### src/rtl/adc_pkg.sv
// Shared widths, FSM encoding and lane formatting for the ADC sample packer.
package adc_pkg;

    localparam int LANE_W           = 16;
    localparam int SAMPLE_W         = 12;
    localparam int SAMPLES_PER_WORD = 4;
    localparam int WORD_W           = LANE_W * SAMPLES_PER_WORD;
    localparam int LANE_IDX_W       = $clog2(SAMPLES_PER_WORD);

    typedef enum logic [1:0] {
        IDLE    = 2'd0,
        CAPTURE = 2'd1,
        DRAIN   = 2'd2,
        DONE    = 2'd3
    } state_e;

    // The OTR flag rides in the lane MSB so downstream can spot clipped samples.
    function automatic logic [LANE_W-1:0] make_lane(input logic otr,
                                                    input logic [SAMPLE_W-1:0] data);
        return {otr, 3'b000, data};
    endfunction

endpackage

### src/rtl/sync_word_fifo.sv
// Show-ahead synchronous word FIFO; a push into a full FIFO is accepted when a pop
// happens on the same edge.
module sync_word_fifo #(
    parameter int WIDTH = 64,
    parameter int DEPTH = 4,
    localparam int PTR_W = $clog2(DEPTH),
    localparam int CNT_W = PTR_W + 1
) (
    input  logic             clk_PSRAM,
    input  logic             rst_n,
    input  logic             push,
    input  logic [WIDTH-1:0] push_data,
    input  logic             pop,
    output logic [WIDTH-1:0] head_data,
    output logic             valid,
    output logic [CNT_W-1:0] count
);

    logic [WIDTH-1:0] mem_r [DEPTH];
    logic [PTR_W-1:0] wr_ptr_r;
    logic [PTR_W-1:0] rd_ptr_r;
    logic [CNT_W-1:0] count_r;
    logic [CNT_W-1:0] count_next_s;
    logic             valid_r;
    logic             pop_s;
    logic             push_s;

    // Qualify push/pop against occupancy and work out the next count.
    always_comb begin
        pop_s        = pop && (count_r != {CNT_W{1'b0}});
        push_s       = push && ((count_r != CNT_W'(DEPTH)) || pop_s);
        count_next_s = count_r;
        if (push_s && !pop_s) begin
            count_next_s = count_r + CNT_W'(1);
        end else if (pop_s && !push_s) begin
            count_next_s = count_r - CNT_W'(1);
        end else begin
            count_next_s = count_r;
        end
    end

    // Storage, pointers and registered occupancy flags.
    always_ff @(posedge clk_PSRAM or negedge rst_n) begin
        if (!rst_n) begin
            for (int i = 0; i < DEPTH; i++) begin
                mem_r[i] <= {WIDTH{1'b0}};
            end
            wr_ptr_r <= {PTR_W{1'b0}};
            rd_ptr_r <= {PTR_W{1'b0}};
            count_r  <= {CNT_W{1'b0}};
            valid_r  <= 1'b0;
        end else begin
            if (push_s) begin
                mem_r[wr_ptr_r] <= push_data;
                wr_ptr_r        <= wr_ptr_r + PTR_W'(1);
            end
            if (pop_s) begin
                rd_ptr_r <= rd_ptr_r + PTR_W'(1);
            end
            count_r <= count_next_s;
            valid_r <= (count_next_s != {CNT_W{1'b0}});
        end
    end

    assign head_data = mem_r[rd_ptr_r];
    assign valid     = valid_r;
    assign count     = count_r;

endmodule

### src/rtl/adc_sample_packer.sv
// Packs four 12-bit ADC samples per 64-bit word, buffers them and hands them to the
// PSRAM write controller with a linearly incrementing word address.
module adc_sample_packer
    import adc_pkg::*;
#(
    parameter int ADDR_WIDTH  = 21,
    parameter int TOTAL_WORDS = 1024,
    parameter int FIFO_DEPTH  = 4
) (
    input  logic                  clk_PSRAM,
    input  logic                  rst_n,
    input  logic                  capture_start,
    input  logic                  adc_ready,
    input  logic [SAMPLE_W-1:0]   adc_data,
    input  logic                  adc_OTR,
    output logic                  adc_enable,
    output logic                  word_valid,
    output logic [WORD_W-1:0]     word_data,
    output logic [ADDR_WIDTH-1:0] word_addr,
    input  logic                  word_ready,
    output logic                  capture_done,
    output logic                  overflow
);

    localparam int CNT_W  = ADDR_WIDTH + 1;
    localparam int FCNT_W = $clog2(FIFO_DEPTH) + 1;
    localparam logic [CNT_W-1:0] LAST_WORD = CNT_W'(TOTAL_WORDS - 1);

    state_e                  state_r;
    logic                    in_valid_r;
    logic [LANE_W-1:0]       in_lane_r;
    logic [LANE_IDX_W-1:0]   lane_idx_r;
    logic [3*LANE_W-1:0]     lanes_r;
    logic [WORD_W-1:0]       word_r;
    logic                    push_pending_r;
    logic [CNT_W-1:0]        pushed_cnt_r;
    logic [CNT_W-1:0]        popped_cnt_r;
    logic [ADDR_WIDTH-1:0]   addr_r;
    logic                    adc_enable_r;
    logic                    capture_done_r;
    logic                    overflow_r;

    logic                    fifo_valid_s;
    logic [WORD_W-1:0]       fifo_head_s;
    logic [FCNT_W-1:0]       fifo_count_s;
    logic                    fifo_pop_s;
    logic                    fifo_push_s;
    logic                    push_req_s;
    logic                    push_room_s;

    // A full FIFO still takes a word when the head leaves on the same edge.
    always_comb begin
        fifo_pop_s  = fifo_valid_s && word_ready;
        push_req_s  = push_pending_r && (state_r == CAPTURE);
        push_room_s = (fifo_count_s < FCNT_W'(FIFO_DEPTH)) || fifo_pop_s;
        if (push_req_s && push_room_s) begin
            fifo_push_s = 1'b1;
        end else begin
            fifo_push_s = 1'b0;
        end
    end

    sync_word_fifo #(
        .WIDTH (WORD_W),
        .DEPTH (FIFO_DEPTH)
    ) u_fifo (
        .clk_PSRAM (clk_PSRAM),
        .rst_n     (rst_n),
        .push      (fifo_push_s),
        .push_data (word_r),
        .pop       (fifo_pop_s),
        .head_data (fifo_head_s),
        .valid     (fifo_valid_s),
        .count     (fifo_count_s)
    );

    // Capture FSM: sample register, lane assembly, word/address counters and outputs.
    always_ff @(posedge clk_PSRAM or negedge rst_n) begin
        if (!rst_n) begin
            state_r        <= IDLE;
            in_valid_r     <= 1'b0;
            in_lane_r      <= {LANE_W{1'b0}};
            lane_idx_r     <= {LANE_IDX_W{1'b0}};
            lanes_r        <= {(3*LANE_W){1'b0}};
            word_r         <= {WORD_W{1'b0}};
            push_pending_r <= 1'b0;
            pushed_cnt_r   <= {CNT_W{1'b0}};
            popped_cnt_r   <= {CNT_W{1'b0}};
            addr_r         <= {ADDR_WIDTH{1'b0}};
            adc_enable_r   <= 1'b0;
            capture_done_r <= 1'b0;
            overflow_r     <= 1'b0;
        end else begin
            capture_done_r <= 1'b0;
            push_pending_r <= 1'b0;
            in_valid_r     <= adc_ready && (state_r == CAPTURE);
            in_lane_r      <= make_lane(adc_OTR, adc_data);
            if (fifo_pop_s) begin
                addr_r       <= addr_r + ADDR_WIDTH'(1);
                popped_cnt_r <= popped_cnt_r + CNT_W'(1);
            end
            case (state_r)
                IDLE: begin
                    adc_enable_r <= 1'b0;
                    if (capture_start) begin
                        overflow_r   <= 1'b0;
                        lane_idx_r   <= {LANE_IDX_W{1'b0}};
                        pushed_cnt_r <= {CNT_W{1'b0}};
                        popped_cnt_r <= {CNT_W{1'b0}};
                        addr_r       <= {ADDR_WIDTH{1'b0}};
                        adc_enable_r <= 1'b1;
                        state_r      <= CAPTURE;
                    end else begin
                        state_r <= IDLE;
                    end
                end
                CAPTURE: begin
                    if (in_valid_r) begin
                        case (lane_idx_r)
                            2'd0:    lanes_r[LANE_W-1:0]          <= in_lane_r;
                            2'd1:    lanes_r[2*LANE_W-1:LANE_W]   <= in_lane_r;
                            2'd2:    lanes_r[3*LANE_W-1:2*LANE_W] <= in_lane_r;
                            default: begin
                                word_r         <= {in_lane_r, lanes_r};
                                push_pending_r <= 1'b1;
                            end
                        endcase
                        lane_idx_r <= lane_idx_r + LANE_IDX_W'(1);
                    end
                    // Dropped words do not count toward the capture length.
                    if (push_req_s) begin
                        if (push_room_s) begin
                            pushed_cnt_r <= pushed_cnt_r + CNT_W'(1);
                            if (pushed_cnt_r == LAST_WORD) begin
                                adc_enable_r <= 1'b0;
                                state_r      <= DRAIN;
                            end else begin
                                state_r <= CAPTURE;
                            end
                        end else begin
                            overflow_r <= 1'b1;
                        end
                    end
                end
                DRAIN: begin
                    adc_enable_r <= 1'b0;
                    if (fifo_pop_s && (popped_cnt_r == LAST_WORD)) begin
                        capture_done_r <= 1'b1;
                        state_r        <= DONE;
                    end else begin
                        state_r <= DRAIN;
                    end
                end
                DONE: begin
                    adc_enable_r <= 1'b0;
                    state_r      <= IDLE;
                end
                default: begin
                    adc_enable_r <= 1'b0;
                    state_r      <= IDLE;
                end
            endcase
        end
    end

    assign adc_enable   = adc_enable_r;
    assign word_valid   = fifo_valid_s;
    assign word_data    = fifo_head_s;
    assign word_addr    = addr_r;
    assign capture_done = capture_done_r;
    assign overflow     = overflow_r;

endmodule

### config.mk
export PLATFORM = sky130hd
export DESIGN_NAME = adc_sample_packer
export DESIGN_NICKNAME = d
export VERILOG_FILES = /design/src/rtl/adc_pkg.sv /design/src/rtl/sync_word_fifo.sv /design/src/rtl/adc_sample_packer.sv
export SDC_FILE = /design/constraint.sdc
export NUM_CORES = 1
export LEC_CHECK = 0
export BUFFER_PORTS_ARGS = -buffer_cell sky130_fd_sc_hd__buf_4
export CORE_MARGIN = 4
export CORE_UTILIZATION = 50
export DETAILED_ROUTE_END_ITERATION = 7
export GPL_ROUTABILITY_DRIVEN = 0
export PLACE_DENSITY = 0.75
export SLEW_MARGIN = 15
export SYNTH_ARGS = -nofsm -noshare
export SYNTH_HDL_FRONTEND = slang
export SYNTH_SLANG_ARGS = --single-unit
### constraint.sdc
create_clock -name clk_PSRAM -period 4.66 [get_ports clk_PSRAM]
set_clock_uncertainty 0.05 [all_clocks]
set_input_delay 0.699 -clock clk_PSRAM [delete_from_list [all_inputs] [get_ports clk_PSRAM]]
set_output_delay 0.699 -clock clk_PSRAM [all_outputs]
set_load 0.02 [all_outputs]
==> metrics, run 1 <==
XOR/XNOR share of the synthesized area 0.01600; synthesized area 16,970 um2; post-synthesis adder-cell area fraction 0.01032; Routed WL about 34,000 um; area leader, netlist dfrtp_1; post-CTS setup buffer count 0; Post-Syn Instances 1,178; R2R Setup Slk 1.92 ns; worst skew pair latency 0.52 ns; post-synthesis simple-gate area fraction 0.06976; Starting Density 0.5060; switching share of power 0.2995; FP Rows 67; endpoint class of the critical path primary output; min Tclk post-route roughly 3.2 ns; Clk network pwr share 0.281; Residual DRC 0; Slew HR 0.3839; H-Tree Depth 2; worst r2r src u_fifo.valid$_DFF_PN0_; Total GRT Usage 0.1909; Final setup viols 0; fin. max-slew vios 0; reg2reg end u_fifo.mem_r[105]$_DFFE_PN0P_; main combinational cell family by area after synthesis multiplexers; worst reg2reg path depth 4; PD cells between 600 and 700 nW/um2; die area ~37,000 um2; Post-Syn Area per Cell between 10 and 15 um2; Final Non-Filler Cells between 1,500 and 2,000; grt ovf 0; first-pass GRT wire length approximately 56,000 um; PortBufs between 90 and 100; Sw Pwr 0.003626 W; placed cells about 1,700; Pre-Repair DR Iteration Count 5; CP max stage cell dfrtp_4; routed len/inst 19.79 um; sequential fraction of design power 0.458; initial antenna violation count 0; post-CTS resize count 0; synth unique cells 41; synth warn 0; Setup CP Type flop to primary output; peak supply drop slightly above 0.0004 V; fmax 0.3125 GHz; I/O pins around 110; Synth Area in Compound Gates 0.02928; Max Fanout on Critical Path 31; area grow syn2layout 14.99%; vias in the first global route 10,476; fin crit share 0.6867; critical path startpoint category flop; clock slew at reported path FFs 0.06 ns; synth top area cells dfrtp_1 (58%), mux2_2 (20%), mux4_2 (6.9%); max incr delay on CP approximately 0.77 ns; Initial DRC Count between 500 and 600; RSZ-0062 raised after global routing no; CP cell instances buf_12 -> mux4_2 -> buf_4; largest net degree at the start of global routing ~110; fin nets 1,294; crit path DAT roughly 2.5 ns; Cell Int Power about 0.0085 W; # Max-Cap Violations 0; Logic pwr share 0.261; hpwl dp approximately 21,000 um; Clock Path Buffers 3; Core ar. around 34,000 um2; Final ANT Viol Nets 0; antenna cells 0; cell leakage power between 9 and 10 nW; mux share of post-synthesis cell area 0.2693; placed instance area 18,070 um2; share of cells above drive strength 1 0.4134; fill count 2,600; cts-stage hold buffer count 0; clock sink total 394; #FFs+latches synth 394; DIE WIDTH about 190 um; setup TNS 0 ns; CTS tree built; vias per cell 5.738; final hold vios 0; Root Buffer clkbuf_16; status completed; worst-margin pin slew roughly 0.92 ns; register area share after synthesis 0.5811; die outline height approximately 190 um; CTS buffer count 43; top cell type's share of synthesized area 0.5811; Worst EP required about 3.9 ns; Layout Utilization 0.5819; fin area roughly 20,000 um2; detailed-route via count 9,996; Min-Delay Path Class input port to async pin
==> routing by layer <==
metal,track usage,vias to the layer above,share of wire
met5,0,-,0
met4,0.03895,0,0.015
met3,0.02854,41,0.042
met2,0.3108,178,0.49
met1,0.2773,5283,0.45
li1,-,4494,-
==> worst max path at each step <==
stage,from,end,slack (ns)
2_1_floorplan,u_fifo.rd_ptr_r[0]$_DFFE_PN0P_,word_data[10],2.32
3_3_place_gp,word_ready,u_fifo.mem_r[98]$_DFFE_PN0P_,1.80
3_5_place_dp,word_ready,u_fifo.mem_r[97]$_DFFE_PN0P_,1.73
4_1_cts,u_fifo.rd_ptr_r[0]$_DFFE_PN0P_,word_data[58],1.39
5_1_grt,u_fifo.rd_ptr_r[0]$_DFFE_PN0P_,word_data[58],1.30
6_report,u_fifo.rd_ptr_r[0]$_DFFE_PN0P_,word_data[38],1.46
==> cell usage after synthesis <==
| library cell | number |
|---|---|
| buf_1 | 3 |
| o21ai_0 | 18 |
| buf_2 | 34 |
| nor4_1 | 14 |
| or4_1 | 22 |
| mux4_2 | 52 |
| o41ai_1 | 1 |
| nor3_1 | 5 |
| and3_1 | 7 |
| xor2_1 | 19 |
| ha_1 | 14 |
| nand2_1 | 45 |
| nand3b_1 | 4 |
| clkbuf_2 | 1 |
| nor3b_1 | 2 |
| nand4_1 | 24 |
| nor2b_1 | 4 |
| and3b_1 | 1 |
| clkbuf_1 | 24 |
| a22o_1 | 2 |
| a21oi_1 | 36 |
| nor2_1 | 32 |
| xnor2_1 | 12 |
| mux2i_1 | 2 |
| o311ai_0 | 1 |
| o31ai_1 | 21 |
| a21bo_2 | 1 |
| nand3_1 | 23 |
| nor2_2 | 1 |
| or3_1 | 14 |
| or2_2 | 4 |
| dfrtp_1 | 394 |
| and4_1 | 9 |
| o221ai_1 | 1 |
| o211ai_1 | 1 |
| buf_4 | 12 |
| and2_1 | 5 |
| mux2_2 | 300 |
| inv_1 | 11 |
| conb_1 | 1 |
| a21boi_0 | 1 |
==> critical path: cells and delay by family, from the launching register on <==
kind,cells,cell delay [ns]
multiplexers,1,0.60
buffers and inverters,2,0.54
flip-flops,1,0.77
==> through the flow <==
stage          setup WS (ns)  hold slack, ns  total power [W]
5_1_grt                1.304          0.2078          0.01278
6_report               1.460          0.1786          0.01211
2_1_floorplan          2.324          0.3534         0.007571
4_1_cts                1.388          0.2051          0.01224
3_3_place_gp           1.795          0.4310         0.008603
3_5_place_dp           1.730          0.4393         0.008794
==> power by group through the flow <==
stage | Combinational [W] | Sequential, W | Clock, W
4_1_cts | 0.00322 | 0.00555 | 0.00348
5_1_grt | 0.00343 | 0.00571 | 0.00364
3_3_place_gp | 0.00309 | 0.00551 | 0
6_report | 0.00316 | 0.00555 | 0.00341
2_1_floorplan | 0.00245 | 0.00513 | 0
3_5_place_dp | 0.00320 | 0.00559 | 0
==> cell type report <==
cell class	count	area [um2]	share of cell area
flip-flops and latches	394	9867	0.5057
repair buffers	102	823.3	0.04220
multi-input cells	710	6779	0.3474
well taps	448	560.5	0.02873
clock inverters	12	138.9	0.007118
clock buffers	65	1301	0.06669
inverters	11	41.29	0.002116
==> placed cells by master (no fill, tap or decap), drive strengths merged, types with 7 or more instances in the layout <==
master and instances:
buf 102, o21ai 18, xnor2 12, inv 11, nor4 14, nand4 24
conb 12, nand2 45, a21oi 36, dfrtp 394, nand3 23, mux2 300
or4 22, and4 9, or3 14, and3 7, clkinv 9, clkbuf 65
nor2 33, xor2 19, o31ai 21, mux4 52, ha 14
==> flip-flops by register name, indices dropped and copies added (netlist names), 2 cells and up, named ones only <==
name	flops
lane_idx_r	2
lanes_r	39
u_fifo.rd_ptr_r	2
pushed_cnt_r	22
u_fifo.mem_r	208
u_fifo.count	3
word_r	52
popped_cnt_r	22
in_lane_r	13
word_addr	21
u_fifo.wr_ptr_r	2
==> logic make-up (layout without fill, tap and decap cells) <==
| group | count (synthesis) | count (layout) |
|---|---|---|
| flip-flops | 394 | 394 |
| multiplexers | 354 | 354 |
| AND/OR/NAND/NOR | 216 | 216 |
| buffers and inverters | 85 | 190 |
| AO/OA/AOI/OAI | 83 | 83 |
| XOR/XNOR | 31 | 31 |
| adder cells (fa/ha/maj) | 14 | 14 |
| other | 1 | 12 |
Power figures use the tool's default switching activity.
==> inputs of run 2 (changes only) <==
- clock period: 4.66 -> 3.2 ns (I/O delays scaled with it)
==> metrics, run 2 (synthesis results as in run 1) <==
routed len/inst 19.71 um (-0.36%); Cell Int Power 0.01219 W (+44%); crit path DAT 2.35 ns (-0.10 ns); Max Fanout on Critical Path 20 (-35%); Final ANT Viol Nets 0 (unchanged); vias per cell 5.649 (-1.5%); hpwl dp 21,780 um (+4.7%); Clock Path Buffers 3 (unchanged); grt ovf 0 (unchanged); sequential fraction of design power 0.457 (about the same); Root Buffer clkbuf_16; detailed-route via count 9,960 (-0.36%); post-CTS setup buffer count 0 (unchanged); worst-margin pin slew 0.7356 ns (-0.1886 ns); clock sink total 394 (unchanged); setup TNS 0 ns (unchanged); RSZ-0062 raised after global routing no; fmax about 0.35 GHz; PD cells 888.7 nW/um2 (+43%); Worst Hold End in_lane_r[5]$_DFF_PN0_; Most common cell on crit path buf_4; fin nets 1,314 (+1.5%); Min-Delay Path Class input port to flop; dpl ws 0.7377 ns (-0.9925 ns); CP cell instances buf_4 -> mux4_2 -> buf_4; Final setup viols 0 (unchanged); HP Start adc_data[5]; largest reg by FF count u_fifo.mem_r; status completed; initial antenna violation count 0 (unchanged); final hold vios 0 (unchanged); FP Rows 67 (unchanged); Pre-Repair DR Iteration Count 4 (-1); Routed WL 34,760 um (+0.84%); Slew HR 0.5084 (+0.1245); hold path cells 1; Initial DRC Count 535 (-2.0%); critical path startpoint category flop; fin. max-slew vios 0 (unchanged); reg2reg end u_fifo.mem_r[104]$_DFFE_PN0P_; share of cells above drive strength 1 0.4144 (+0.001002); die area 36,950 um2 (unchanged); post-CTS resize count 0 (unchanged); worst skew pair latency 0.55 ns (+0.03 ns); min Tclk post-route 2.876 ns; Sw Pwr 0.005294 W (+46%); most common cell after layout, fill and taps aside dfrtp_1; CTS tree built; Layout Utilization 0.5868 (+0.004962); cts-stage hold buffer count 9 (+9); fin crit share 0.8988; die outline height 192.2 um (unchanged); DIE WIDTH 192.2 um (unchanged); worst r2r src u_fifo.valid$_DFF_PN0_; first-pass GRT wire length 56,970 um (+0.99%); Starting Density 0.5060 (unchanged); Setup CP Type flop to primary output; H-Tree Depth 2 (unchanged); vias in the first global route 10,498 (+0.21%); top flop regs u_fifo.mem_r (208), word_r (52), lanes_r (39); Largest register FFs 208 (unchanged); clock slew at reported path FFs 0.06 ns (about the same); Clk network pwr share 0.273 (-0.008); Top delay family on crit path flip-flops; CP max stage cell dfrtp_4; I/O pins 107 (unchanged); Core ar. 33,530 um2 (unchanged); peak supply drop 0.0004308 V (+3.8%); most frequent cells in the layout dfrtp_1 (392), mux2_2 (300), buf_4 (105), mux4_2 (52), clkbuf_16 (41); area grow syn2layout 15.97%; Total GRT Usage 0.1924 (+0.001482); Logic pwr share 0.270 (+0.009); crit path buf inv count 2 (unchanged); # Max-Cap Violations 0 (unchanged); Power Total 0.01749 W (+44%); CTS buffer count 41 (-4.7%); antenna cells 0 (unchanged); worst reg2reg path depth 5 (+1); switching share of power 0.3027 (+0.003256); cell leakage power 9.179 nW (+0.35%); setup ws final 0.3238 ns (-1.136 ns); Worst EP required 2.67 ns (-1.24 ns); max incr delay on CP 0.72 ns (-0.05 ns); R2R Setup Slk 0.76 ns (-1.16 ns); PortBufs 94 (unchanged); Residual DRC 0 (unchanged); largest net degree at the start of global routing 82 (-28%); endpoint class of the critical path primary output
==> run 2: power groups by stage <==
stage                     logic (W)  clock network [W]  registers [W]
after floorplan             0.00356                  0        0.00746
after global placement      0.00464                  0        0.00795
after detailed placement    0.00478                  0        0.00806
after CTS                   0.00482            0.00488        0.00799
after global routing        0.00515            0.00510        0.00822
final                       0.00472            0.00477        0.00799
==> run 2: final cells by class <==
cell class	instances	area [um2]
Fill cell	2627	13850
Clock inverter	14	183.9
Multi-Input combinational cell	710	6759
Tap cell	448	560.5
Sequential cell	394	9864
Timing Repair Buffer	124	1074
Inverter	11	41.29
Clock buffer	62	1195
==> run 2: worst max-delay path by stage <==
stage                                              start                             to  depth (start not counted)
final                     u_fifo.rd_ptr_r[0]$_DFFE_PN0P_                  word_data[37]                          3
after detailed placement                      word_ready   u_fifo.mem_r[95]$_DFFE_PN0P_                          6
after CTS                 u_fifo.rd_ptr_r[0]$_DFFE_PN0P_                  word_data[58]                          3
after global placement                        word_ready  u_fifo.mem_r[112]$_DFFE_PN0P_                          6
after global routing      u_fifo.rd_ptr_r[0]$_DFFE_PN0P_                  word_data[58]                          3
after floorplan           u_fifo.rd_ptr_r[0]$_DFFE_PN0P_                  word_data[10]                          3
==> run 2: through the flow <==
stage	hold slack (ns)	instance area (um2)	instances
after floorplan	0.1344	17010	1189
after global routing	0.0003987	19680	1763
after detailed placement	0.4378	18210	1678
after global placement	0.4301	18210	1678
after CTS	0.001164	19680	1763
final	0.02075	19680	1763
==> run 2: routing by layer <==
| metal | vias up | track usage | wire, um |
|---|---|---|---|
| met5 | - | 0 | 0 |
| met4 | 0 | 0.03648 | 393 |
| met3 | 32 | 0.02726 | 1167 |
| met2 | 155 | 0.3220 | 17310 |
| met1 | 5236 | 0.2734 | 15890 |
| li1 | 4537 | - | - |
==> inputs of run 3 (changes only) <==
- PLACE_DENSITY: 0.75 -> 0.73
==> metrics, run 3 (synthesis results as in run 1) <==
status completed; Min-Delay Path Class input port to flop; min Tclk post-route 2.835 ns (-0.04149 ns); Core ar. 33,530 um2 (unchanged); Initial DRC Count 495 (-7.5%); final hold vios 0 (unchanged); M3 GR Usage 0.03108 (+0.003817); largest reg by FF count u_fifo.mem_r; routed len/inst 19.82 um (+0.53%); Layout Utilization 0.5909 (+0.004105); RSZ-0062 raised after global routing no; cell leakage power 9.264 nW (+0.92%); fin nets 1,325 (+0.84%); worst skew pair latency 0.53 ns (-0.02 ns); Clock Path Buffers 3 (unchanged); Max Fanout on Critical Path 22 (+10%); grt ovf 0 (unchanged); clock slew at reported path FFs 0.06 ns (about the same); most common cell after layout, fill and taps aside dfrtp_1; Setup CP Type flop to primary output; CTS buffer count 42 (+2.4%); die outline height 192.2 um (unchanged); most frequent cells in the layout dfrtp_1 (392), mux2_2 (300), buf_4 (109), mux4_2 (52), clkbuf_16 (45); CTS tree built; share of cells above drive strength 1 0.4162 (+0.001714); detailed-route via count 10,100 (+1.4%); largest net degree at the start of global routing 96 (+17%); Worst EP required 2.67 ns (about the same); # Max-Cap Violations 0 (unchanged); GR Util met1 0.2703 (-0.003152); Final setup viols 0 (unchanged); clock sink total 394 (unchanged); Routed WL 35,120 um (+1.0%); peak supply drop 0.0006329 V (+47%); hpwl dp 22,360 um (+2.6%); fin area 19,820 um2 (+0.70%); Pre-Repair DR Iteration Count 5 (+1); max incr delay on CP 0.73 ns (about the same); PD cells 888.9 nW/um2 (about the same); Final ANT Viol Nets 0 (unchanged); Slew HR 0.4726 (-0.03579); crit path DAT 2.30 ns (-0.05 ns); first-pass GRT wire length 57,660 um (+1.2%); global routing's busiest layer met2; worst-margin pin slew 0.7910 ns (+0.05547 ns); CP max stage cell dfrtp_4; H-Tree Depth 2 (unchanged); placed instance area 18,300 um2 (+0.49%); initial antenna violation count 0 (unchanged); fmax 0.3528 GHz (+1.5%); setup TNS 0 ns (unchanged); Starting Density 0.5060 (unchanged); Residual DRC 0 (unchanged); fin. max-slew vios 0 (unchanged); Largest register FFs 208 (unchanged); critical path startpoint category flop; Root Buffer clkbuf_16; CP cell instances buf_12 -> mux4_2 -> buf_4; Total GRT Usage 0.1949 (+0.002524); vias in the first global route 10,781 (+2.7%); endpoint class of the critical path primary output; DIE WIDTH 192.2 um (unchanged); antenna cells 0 (unchanged); I/O pins 107 (unchanged); top flop regs u_fifo.mem_r (208), word_r (52), lanes_r (39); FP Rows 67 (unchanged); area grow syn2layout 16.78%; met2 usage 0.3278 (+0.005825); PortBufs 94 (unchanged); vias per cell 5.700 (+0.89%); fin crit share 0.8859 (-0.01296); die area 36,950 um2 (unchanged)
run 3: cell count changes in the layout (fill, tap and decap cells not counted):
| cell | delta |
|---|---|
| buf_4 | +4 |
| clkbuf_16 | +4 |
| buf_12 | +3 |
| clkbuf_8 | -3 |
| clkinv_2 | +3 |
| dlygate4sd3_1 | +3 |
| clkinv_8 | -2 |
| clkinvlp_4 | -2 |
| clkinv_4 | -1 |
run 3: final cells by class:
type / instances / area, um2
inverters: 11 / 41.29
multi-input cells: 710 / 6759
flip-flops and latches: 394 / 9864
repair buffers: 134 / 1194
clock buffers: 63 / 1254
clock inverters: 12 / 142.6
fillers: 2654 / 13720
well taps: 448 / 560.5
run 3: worst paths after layout:
path                                                start                            end  slack, ns  depth (start not counted)
max in group asynchronous                           rst_n        in_lane_r[11]$_DFF_PN0_       1.66                          3
hold reg to reg                   lanes_r[43]$_DFFE_PN0P_         word_r[43]$_DFFE_PN0P_       0.45                          1
hold / removal                               adc_data[11]        in_lane_r[11]$_DFF_PN0_       0.03                          1
min in group asynchronous                           rst_n   u_fifo.mem_r[74]$_DFFE_PN0P_       0.52                          2
setup / recovery           u_fifo.rd_ptr_r[0]$_DFFE_PN0P_                  word_data[22]       0.37                          3
setup reg to reg                                     flop  u_fifo.mem_r[207]$_DFFE_PN0P_       0.84                          5
run 3: metrics by stage:
| step | total power [W] | cells | worst slack (ns) | hold WS, ns |
|---|---|---|---|---|
| 4_1_cts | 0.01780 | 1772 | 0.3127 | 0.005307 |
| 3_5_place_dp | 0.01286 | 1685 | 0.7909 | 0.4375 |
| 5_1_grt | 0.01858 | 1772 | 0.2347 | 0.007919 |
| 2_1_floorplan | 0.01103 | 1189 | 1.083 | 0.1344 |
| 6_report | 0.01761 | 1772 | 0.3653 | 0.02674 |
| 3_3_place_gp | 0.01262 | 1685 | 0.8431 | 0.4311 |
run 3: routing by layer:
layer	up-vias	wire, um
li1	4574	-
met1	5300	15870
met2	178	17440
met3	48	1269
met4	0	541
met5	-	0
run 3: where the power goes:
part           internal (W)  switching [W]  leakage [nW]
clock network       0.00295        0.00191         0.690
logic               0.00273        0.00205          3.41
registers           0.00664        0.00132          5.17
total                0.0123        0.00529          9.26
run 3: repair_timing:
action / in CTS / in global routing
hold buffers: 12 / 0
gates resized for setup: 0 / 0
setup buffers: 0 / 0
hold endpoints to repair: 97 / 0
run 3: worst max-delay path, delay by kind of cell, from the launching register on:
| family | cells | cell delay (ns) |
|---|---|---|
| flops | 1 | 0.73 |
| mux | 1 | 0.57 |
| buf+inv | 2 | 0.46 |
